### config.mk
export PLATFORM = sky130hd
export DESIGN_NAME = multicycle_control
export DESIGN_NICKNAME = d
export VERILOG_FILES = /design/src/rtl/mctrl_pkg.sv /design/src/rtl/mctrl_decode.sv /design/src/rtl/multicycle_control.sv
export SDC_FILE = /design/constraint.sdc
export NUM_CORES = 1
export LEC_CHECK = 0
export BUFFER_PORTS_ARGS = -buffer_cell sky130_fd_sc_hd__buf_2
export CAP_MARGIN = 30
export CORE_UTILIZATION = 45
export CTS_BUF_LIST = sky130_fd_sc_hd__clkbuf_8
export CTS_CLUSTER_DIAMETER = 100
export DETAILED_ROUTE_END_ITERATION = 8
export PLACE_DENSITY = 0.7
export SYNTH_ARGS = -nofsm -noshare
export SYNTH_HDL_FRONTEND = slang
export SYNTH_SLANG_ARGS = --single-unit
### constraint.sdc
create_clock -name CLK -period 2.09 [get_ports CLK]
set_input_delay 0.3135 -clock CLK [delete_from_list [all_inputs] [get_ports CLK]]
set_output_delay 0.3135 -clock CLK [all_outputs]
set_load 0.03 [all_outputs]
### src/rtl/mctrl_pkg.sv
// Shared encodings for the multicycle control unit: FSM states, instruction
// type codes, ALU and flag-mask codes, and the ALU register-file write mask.
package mctrl_pkg;

    typedef enum logic [2:0] {
        ST_IF   = 3'b000,
        ST_ID   = 3'b001,
        ST_EX   = 3'b010,
        ST_MEM  = 3'b011,
        ST_WB   = 3'b100,
        ST_TRAP = 3'b111
    } state_e;

    localparam logic [2:0] TYPE_BRANCH = 3'b000;
    localparam logic [2:0] TYPE_ALU    = 3'b001;
    localparam logic [2:0] TYPE_CONST  = 3'b010;
    localparam logic [2:0] TYPE_MEM    = 3'b100;
    localparam logic [2:0] TYPE_JUMP   = 3'b110;

    localparam logic [4:0] ALU_ONES  = 5'b11111;
    localparam logic [4:0] ALU_PASSB = 5'b10011;
    localparam logic [4:0] ALU_ZEROS = 5'b10000;

    localparam logic [2:0] TF_NONE = 3'b111;
    localparam logic [2:0] TF_JAL  = 3'b011;

    localparam logic [1:0] MXRB_PC  = 2'b00;
    localparam logic [1:0] MXRB_MEM = 2'b01;
    localparam logic [1:0] MXRB_ALU = 2'b10;

    localparam logic [2:0] RF_NONE = 3'b000;

    // Register-file write mask for an ALU instruction, keyed on op[4:0].
    function automatic logic [2:0] alu_rf_mask(input logic [4:0] op5);
        logic [2:0] mask;
        if (op5 == ALU_ONES || op5 == ALU_PASSB) begin
            mask = RF_NONE;
        end else if (op5 == ALU_ZEROS) begin
            mask = 3'b001;
        end else if (op5[4:3] == 2'b01) begin
            mask = 3'b011;
        end else if (op5[4:3] == 2'b00) begin
            mask = 3'b100;
        end else begin
            mask = 3'b010;
        end
        return mask;
    endfunction

endpackage

### src/rtl/mctrl_decode.sv
// Combinational instruction decode: type/op fields to the datapath control
// bundle that the FSM latches in ID. Illegal types decode as a NOP.
module mctrl_decode
    import mctrl_pkg::*;
#(
    parameter int OPW   = 5,
    parameter int TYPEW = 3
) (
    input  logic [TYPEW-1:0] type_i,
    input  logic [OPW-1:0]   op_i,
    output logic [OPW-1:0]   op_alu,
    output logic [2:0]       op_tf,
    output logic             op_se,
    output logic             s_mxse,
    output logic [1:0]       s_mxrb,
    output logic [2:0]       w_rf,
    output logic             w_rb,
    output logic             store,
    output logic             is_mem,
    output logic             illegal
);

    logic upper_nz;

    generate
        if (TYPEW > 3) begin : g_upper
            assign upper_nz = |type_i[TYPEW-1:3];
        end else begin : g_no_upper
            assign upper_nz = 1'b0;
        end
    endgenerate

    always_comb begin
        op_alu  = '0;
        op_tf   = TF_NONE;
        op_se   = 1'b0;
        s_mxse  = 1'b0;
        s_mxrb  = MXRB_PC;
        w_rf    = RF_NONE;
        w_rb    = 1'b0;
        store   = 1'b0;
        is_mem  = 1'b0;
        illegal = 1'b0;
        if (upper_nz) begin
            illegal = 1'b1;
        end else begin
            case (type_i[2:0])
                TYPE_ALU: begin
                    op_alu = op_i;
                    w_rb   = 1'b1;
                    s_mxrb = MXRB_ALU;
                    w_rf   = alu_rf_mask(op_i[4:0]);
                end
                TYPE_CONST: begin
                    op_alu = op_i;
                    op_se  = 1'b1;
                    s_mxse = 1'b1;
                    w_rb   = 1'b1;
                    s_mxrb = MXRB_ALU;
                end
                TYPE_MEM: begin
                    is_mem = 1'b1;
                    if (op_i[0]) begin
                        store = 1'b1;
                    end else begin
                        w_rb   = 1'b1;
                        s_mxrb = MXRB_MEM;
                    end
                end
                TYPE_BRANCH: begin
                    op_alu = OPW'(ALU_PASSB);
                    op_tf  = op_i[2:0];
                    s_mxse = 1'b1;
                end
                TYPE_JUMP: begin
                    op_alu = OPW'(ALU_PASSB);
                    op_tf  = op_i[2:0];
                    w_rb   = (op_i[2:0] == TF_JAL);
                    s_mxrb = MXRB_PC;
                end
                default: illegal = 1'b1;
            endcase
        end
    end

endmodule

### src/rtl/multicycle_control.sv
// Multicycle control FSM: IF/ID/EX/MEM/WB sequencing, decode registers and the
// data-memory wait counter. MCTRL_ILLEGAL_TRAP_EN enables the illegal-type TRAP state.
// The instruction-class input is named TYPE because "type" is a reserved word.
module multicycle_control
    import mctrl_pkg::*;
#(
    parameter int OPW         = 5,
    parameter int TYPEW       = 3,
    parameter int DM_WAIT_MAX = 15
) (
    input  logic             CLK,
    input  logic             RESET_N,
    input  logic             IM_ACK,
    input  logic             DM_ACK,
    input  logic [TYPEW-1:0] TYPE,
    input  logic [OPW-1:0]   op,
    output logic [OPW-1:0]   OP_ALU,
    output logic [2:0]       OP_TF,
    output logic             OP_SE,
    output logic             S_MXSE,
    output logic [1:0]       S_MXRB,
    output logic             W_PC,
    output logic             W_IM,
    output logic             W_DM,
    output logic             W_RB,
    output logic [2:0]       W_RF,
    output logic             DM_REQ,
    output logic             DM_ERR,
    output logic             TRAP,
    output logic [2:0]       STATE_O
);

    localparam int CNTW = (DM_WAIT_MAX > 0) ? $clog2(DM_WAIT_MAX + 1) : 1;

    state_e           state_q, state_d;
    logic [OPW-1:0]   op_alu_q, op_alu_d;
    logic [2:0]       op_tf_q, op_tf_d;
    logic             op_se_q, op_se_d;
    logic             s_mxse_q, s_mxse_d;
    logic [1:0]       s_mxrb_q, s_mxrb_d;
    logic [2:0]       w_rf_q, w_rf_d;
    logic             w_rb_q, w_rb_d;
    logic             store_q, store_d;
    logic             is_mem_q, is_mem_d;
    logic [CNTW-1:0]  cnt_q, cnt_d;

    logic [OPW-1:0]   dec_op_alu;
    logic [2:0]       dec_op_tf;
    logic             dec_op_se;
    logic             dec_s_mxse;
    logic [1:0]       dec_s_mxrb;
    logic [2:0]       dec_w_rf;
    logic             dec_w_rb;
    logic             dec_store;
    logic             dec_is_mem;
    logic             dec_illegal;
    logic             dm_timeout;

    mctrl_decode #(
        .OPW   (OPW),
        .TYPEW (TYPEW)
    ) u_decode (
        .type_i  (TYPE),
        .op_i    (op),
        .op_alu  (dec_op_alu),
        .op_tf   (dec_op_tf),
        .op_se   (dec_op_se),
        .s_mxse  (dec_s_mxse),
        .s_mxrb  (dec_s_mxrb),
        .w_rf    (dec_w_rf),
        .w_rb    (dec_w_rb),
        .store   (dec_store),
        .is_mem  (dec_is_mem),
        .illegal (dec_illegal)
    );

    // A timeout needs the full wait budget spent with no acknowledge this cycle.
    assign dm_timeout = (state_q == ST_MEM) && !DM_ACK && (DM_WAIT_MAX != 0)
                        && (cnt_q == CNTW'(DM_WAIT_MAX));

    always_comb begin
        state_d  = state_q;
        op_alu_d = op_alu_q;
        op_tf_d  = op_tf_q;
        op_se_d  = op_se_q;
        s_mxse_d = s_mxse_q;
        s_mxrb_d = s_mxrb_q;
        w_rf_d   = w_rf_q;
        w_rb_d   = w_rb_q;
        store_d  = store_q;
        is_mem_d = is_mem_q;
        cnt_d    = cnt_q;
        case (state_q)
            ST_IF: begin
                if (IM_ACK) begin
                    state_d = ST_ID;
                end
            end
            ST_ID: begin
                op_alu_d = dec_op_alu;
                op_tf_d  = dec_op_tf;
                op_se_d  = dec_op_se;
                s_mxse_d = dec_s_mxse;
                s_mxrb_d = dec_s_mxrb;
                w_rf_d   = dec_w_rf;
                w_rb_d   = dec_w_rb;
                store_d  = dec_store;
                is_mem_d = dec_is_mem;
`ifdef MCTRL_ILLEGAL_TRAP_EN
                state_d  = dec_illegal ? ST_TRAP : ST_EX;
`else
                state_d  = ST_EX;
`endif
            end
            ST_EX: begin
                cnt_d   = '0;
                state_d = is_mem_q ? ST_MEM : ST_WB;
            end
            ST_MEM: begin
                if (DM_ACK) begin
                    state_d = ST_WB;
                end else if (dm_timeout) begin
                    // Aborted access: nothing valid to write back.
                    w_rb_d  = 1'b0;
                    state_d = ST_WB;
                end else begin
                    // Wraps harmlessly when the timeout is disabled.
                    cnt_d = cnt_q + CNTW'(1);
                end
            end
            ST_WB:   state_d = ST_IF;
            ST_TRAP: state_d = ST_TRAP;
            default: state_d = ST_IF;
        endcase
    end

    always_ff @(posedge CLK or negedge RESET_N) begin
        if (!RESET_N) begin
            state_q  <= ST_IF;
            op_alu_q <= '0;
            op_tf_q  <= TF_NONE;
            op_se_q  <= 1'b0;
            s_mxse_q <= 1'b0;
            s_mxrb_q <= MXRB_PC;
            w_rf_q   <= RF_NONE;
            w_rb_q   <= 1'b0;
            store_q  <= 1'b0;
            is_mem_q <= 1'b0;
            cnt_q    <= '0;
        end else begin
            state_q  <= state_d;
            op_alu_q <= op_alu_d;
            op_tf_q  <= op_tf_d;
            op_se_q  <= op_se_d;
            s_mxse_q <= s_mxse_d;
            s_mxrb_q <= s_mxrb_d;
            w_rf_q   <= w_rf_d;
            w_rb_q   <= w_rb_d;
            store_q  <= store_d;
            is_mem_q <= is_mem_d;
            cnt_q    <= cnt_d;
        end
    end

    always_comb begin
        OP_ALU = '0;
        OP_TF  = TF_NONE;
        OP_SE  = 1'b0;
        S_MXSE = 1'b0;
        S_MXRB = MXRB_PC;
        W_PC   = 1'b0;
        W_IM   = 1'b0;
        W_DM   = 1'b0;
        W_RB   = 1'b0;
        W_RF   = RF_NONE;
        DM_REQ = 1'b0;
        DM_ERR = 1'b0;
        case (state_q)
            // The fetch strobe follows IM_ACK but stays low while reset is held.
            ST_IF:   W_IM = IM_ACK & RESET_N;
            ST_EX: begin
                OP_ALU = op_alu_q;
                OP_TF  = op_tf_q;
                OP_SE  = op_se_q;
                S_MXSE = s_mxse_q;
            end
            ST_MEM: begin
                DM_REQ = 1'b1;
                W_DM   = store_q;
                DM_ERR = dm_timeout;
            end
            ST_WB: begin
                S_MXRB = s_mxrb_q;
                W_RF   = w_rf_q;
                W_RB   = w_rb_q;
                W_PC   = 1'b1;
            end
            default: ;
        endcase
    end

`ifdef MCTRL_ILLEGAL_TRAP_EN
    assign TRAP = (state_q == ST_TRAP);
`else
    logic illegal_unused;
    assign illegal_unused = dec_illegal;
    assign TRAP = 1'b0;
`endif

    assign STATE_O = state_q;

endmodule

==> results.txt <==
After clock tree synthesis, the clock-pin slew on the worst setup and hold paths is 0.09 ns. The tools report the detailed-router iteration count before antenna repair as 4. Power spread over the standard cell area amounts to 1130 nW/um^2. The buffer cell driving the clock tree root was sky130_fd_sc_hd__clkbuf_8. Global routing finished with a remaining overflow of 0. The worst setup path is captured at an output pin. The post-cts hold buffer count was 0; the final max-slew violation count was 0. Worst min-delay path class: input port to asynchronous set/reset pin.

Walking the worst path, the cells encountered are buf_4 -> nor4bb_4 -> nor2b_2 -> buf_2. Setup repair after global routing left no endpoint under its margin. The first-pass GRT wire length came out at 5580 um.

The boundary pin count was 37. The number of buffers and inverters on the critical path is 2. For the initial antenna violation count, the log shows 0. The predominant post-synthesis flop cell was sky130_fd_sc_hd__dfrtp_1.

After global routing, the most crowded layer is met2. The source of the critical timing path was STATE_O[0]. The number of global-route vias before repair is 1,159. The relative area change from synthesis to final layout is 22.5%.

The total area inside the core boundary comes to 3030 um^2. The shortest period the worst path allows was 1.96 ns; the net count after synthesis was 170. The count of cells along the worst register-to-register path works out to 3. The number of buffers created by CTS came out at 3. The detailed router placed 1,314 vias in this run. The die covers 3400 um^2. The total of buffers placed on input and output ports is 35, and the pin count of the biggest net entering global routing is 26. Across the run, the number of max-cap violations was 0.

Static timing analysis puts the maximum clock frequency at 511 MHz. The run gives 0.651 mV as the peak supply drop. The launching element type of the critical path was a flop. The average size of a mapped cell was 9.08 um^2.

For the starting density of the core, the log shows 0.471. Prior to clock tree synthesis, the placed netlist has a worst setup slack of 0.226 ns. For this run, the number of Yosys warnings is 0.

The flip-flop and latch count after synthesis is 25. Across all setup checks in the final design, the least slack found is 0.135 ns. The run finished with clean final reports. The number of synthesized flops with an enable pin is 0, and the post-detailed-placement half-perimeter wirelength is 2600 um. The placer congestion estimate is 0.859.

The fraction of layout instances using a drive strength above 1 works out to 0.314. The slowest cell on the critical path was sky130_fd_sc_hd__dfrtp_1. The run gives 0.351 as the global routing usage on met2.

Summed over all layers, the routed wires come to 3470 um. The final layout net count was 205. The share of synthesized flip-flops with an asynchronous set or reset works out to 1.00. For the number of failing setup endpoints in the final timing report, the log shows 0.

Leaving out fill and tap cells, the most frequent cells in the layout are 35 x sky130_fd_sc_hd__buf_2, 22 x sky130_fd_sc_hd__dfrtp_1, 19 x sky130_fd_sc_hd__nand2_1, 9 x sky130_fd_sc_hd__nor2_1. The count of nets left with antenna violations once routing finished came out at 0. The part of the Yosys area used for sequential elements is 0.442, and the distinct cell type count after synthesis is 45. For the H-tree level count, the log shows 1. For the overall track demand over capacity in global routing, the log shows 0.217.

The tree built by TritonCTS fans out to 25 sinks. The via count normalized by instance count is 5.59. TritonCTS built the clock tree. Dividing the detail-routed wire length by the instance count gives 14.8 um.

After the first detailed-routing iteration, the DRC count stood at 63. For flop-to-flop paths, the worst setup slack is 0.27 ns. The worst setup skew after layout was 0.00382 ns; the number of remaining DRC errors was 0. Number of stages on the worst setup path: 4.

The required time of the critical path is 1.78 ns, and the final design area excluding fillers is 1750 um^2. The die is 58.3 um wide. Summed over all cells, the static leakage comes to 0.864 nW. Summing all placed instances gives a cell area of 1680 um^2. For the utilization after layout, the log shows 0.576.

Category of the most critical setup path: flop to output pin. The number of antenna diodes in the final layout is 0. The tools report the number of cells upsized or downsized after cts as 1. The stage delay of the slowest cell on the critical path works out to 0.42 ns.

Global-route track usage on met1: 0.310. The family of cells with the greatest summed delay on the critical path is simple AND/OR/NAND/NOR gates. After the flow finishes, the layout carries non-filler instances totaling 235. Once the clock tree was built, the setup fixing pass inserted 0 buffers. The hold violation total from the final report is 0. The routing usage on met3 was 0.0290; the area of the mapped netlist was 1430 um^2.

Counting every instance in the synthesized netlist gives 157. The number of rows in the core area was 20. The tools report the destination of the worst register-to-register timing path as w_rf_q[1].

Cell count after placement: 231. The clock latency at the later pin of the worst-skew pair came out at 0.26 ns. The startpoint of the worst-slack reg-to-reg timing path is STATE_O[2].

The post-route fraction of the period consumed by the critical path works out to 0.936. The largest buffer count on any clock path is 2. The largest fanout on the critical path works out to 8.

Most frequent standard cell in the layout excluding fill and tap cells: sky130_fd_sc_hd__buf_2. The tools report the data arrival time of the critical path as 1.64 ns. The die height works out to 58.3 um.
worst max path at each step:
stage              end  slack (ns)
2_1_floorplan   w_rb_q       -0.02
3_3_place_gp    DM_ERR        0.35
3_5_place_dp   store_q        0.23
4_1_cts         DM_ERR        0.05
5_1_grt         DM_ERR        0.03
6_report        DM_ERR        0.13
metrics by stage:
stage / hold WS (ns) / total power [mW] / setup TNS, ns
6_report: 0.0669 / 1.98 / 0
5_1_grt: 0.0824 / 2.11 / 0
4_1_cts: 0.0702 / 1.97 / 0
3_5_place_dp: 0.362 / 1.69 / 0
3_3_place_gp: 0.352 / 1.65 / 0
2_1_floorplan: 0.0179 / 1.40 / -0.0314
sequential cells by signal, summed over array words and instances (netlist names):
name / flops
op_alu_q: 5
cnt_q: 4
STATE_O: 3
op_tf_q: 3
w_rf_q: 3
s_mxrb_q: 2
is_mem_q: 1
op_se_q: 1
s_mxse_q: 1
store_q: 1
w_rb_q: 1
final cells by class:
class	count	area (um^2)
fillers	285	1280
inverters	5	18.8
multi-input cells	114	762
clock inverters	1	3.75
well taps	44	55.1
flip-flops and latches	25	629
clock buffers	3	41.3
repair buffers	43	235
worst reg2reg max path: stages (launching register included):
cell	delay (ns)
sky130_fd_sc_hd__dfrtp_1	0.49
sky130_fd_sc_hd__or3b_1	0.44
sky130_fd_sc_hd__or4_4	0.45
sky130_fd_sc_hd__o41ai_2	0.35
Yosys cell counts, types with 2 or more instances:
master                     count  share of area
sky130_fd_sc_hd__and3_1        8          0.035
sky130_fd_sc_hd__nand2_1      19          0.050
sky130_fd_sc_hd__nor3_1        2         0.0070
sky130_fd_sc_hd__o21ba_2       2          0.014
sky130_fd_sc_hd__nand3_1       5          0.018
sky130_fd_sc_hd__inv_1         5          0.013
sky130_fd_sc_hd__dfstp_2       3          0.055
sky130_fd_sc_hd__buf_4         2          0.011
sky130_fd_sc_hd__and4b_1       2          0.014
sky130_fd_sc_hd__and2_1        7          0.031
sky130_fd_sc_hd__o21ai_0       6          0.021
sky130_fd_sc_hd__o211ai_1      2          0.011
sky130_fd_sc_hd__a31oi_1       4          0.018
sky130_fd_sc_hd__o21bai_1      2          0.011
sky130_fd_sc_hd__nor3b_1       2          0.011
sky130_fd_sc_hd__nor2_1        9          0.024
sky130_fd_sc_hd__a221o_1       2          0.014
sky130_fd_sc_hd__nor4_1        2         0.0088
sky130_fd_sc_hd__clkbuf_1     11          0.029
sky130_fd_sc_hd__a22o_1        4          0.025
sky130_fd_sc_hd__o31ai_1       3          0.016
sky130_fd_sc_hd__or3_1         4          0.018
sky130_fd_sc_hd__a21oi_1       4          0.014
sky130_fd_sc_hd__dfrtp_1      22           0.39
sky130_fd_sc_hd__nor2b_1       4          0.018
sky130_fd_sc_hd__mux2i_1       2          0.014
cell families (layout without fill, tap and decap cells):
group | after synthesis | after routing | synth area share
simple gates | 71 | 71 | 0.274
compound gates | 38 | 38 | 0.200
flops | 25 | 25 | 0.442
buf+inv | 18 | 52 | 0.0527
mux | 2 | 2 | 0.0140
fa+ha+maj | 1 | 1 | 0.00878
other cells | 1 | 1 | 0.00263
xor+xnor | 1 | 1 | 0.00615
power by group:
group          switching (mW)  internal, mW  total (mW)
sequential              0.132         0.667       0.800
clock                   0.146         0.131       0.277
combinational           0.554         0.348       0.902
total                   0.832          1.15        1.98
routing by layer:
metal  wire, um  vias up
li1           -      631
met1       1570      640
met2       1670       41
met3        213        2
met4         19        0
met5          0        -
(Power assumes the default switching activity.)
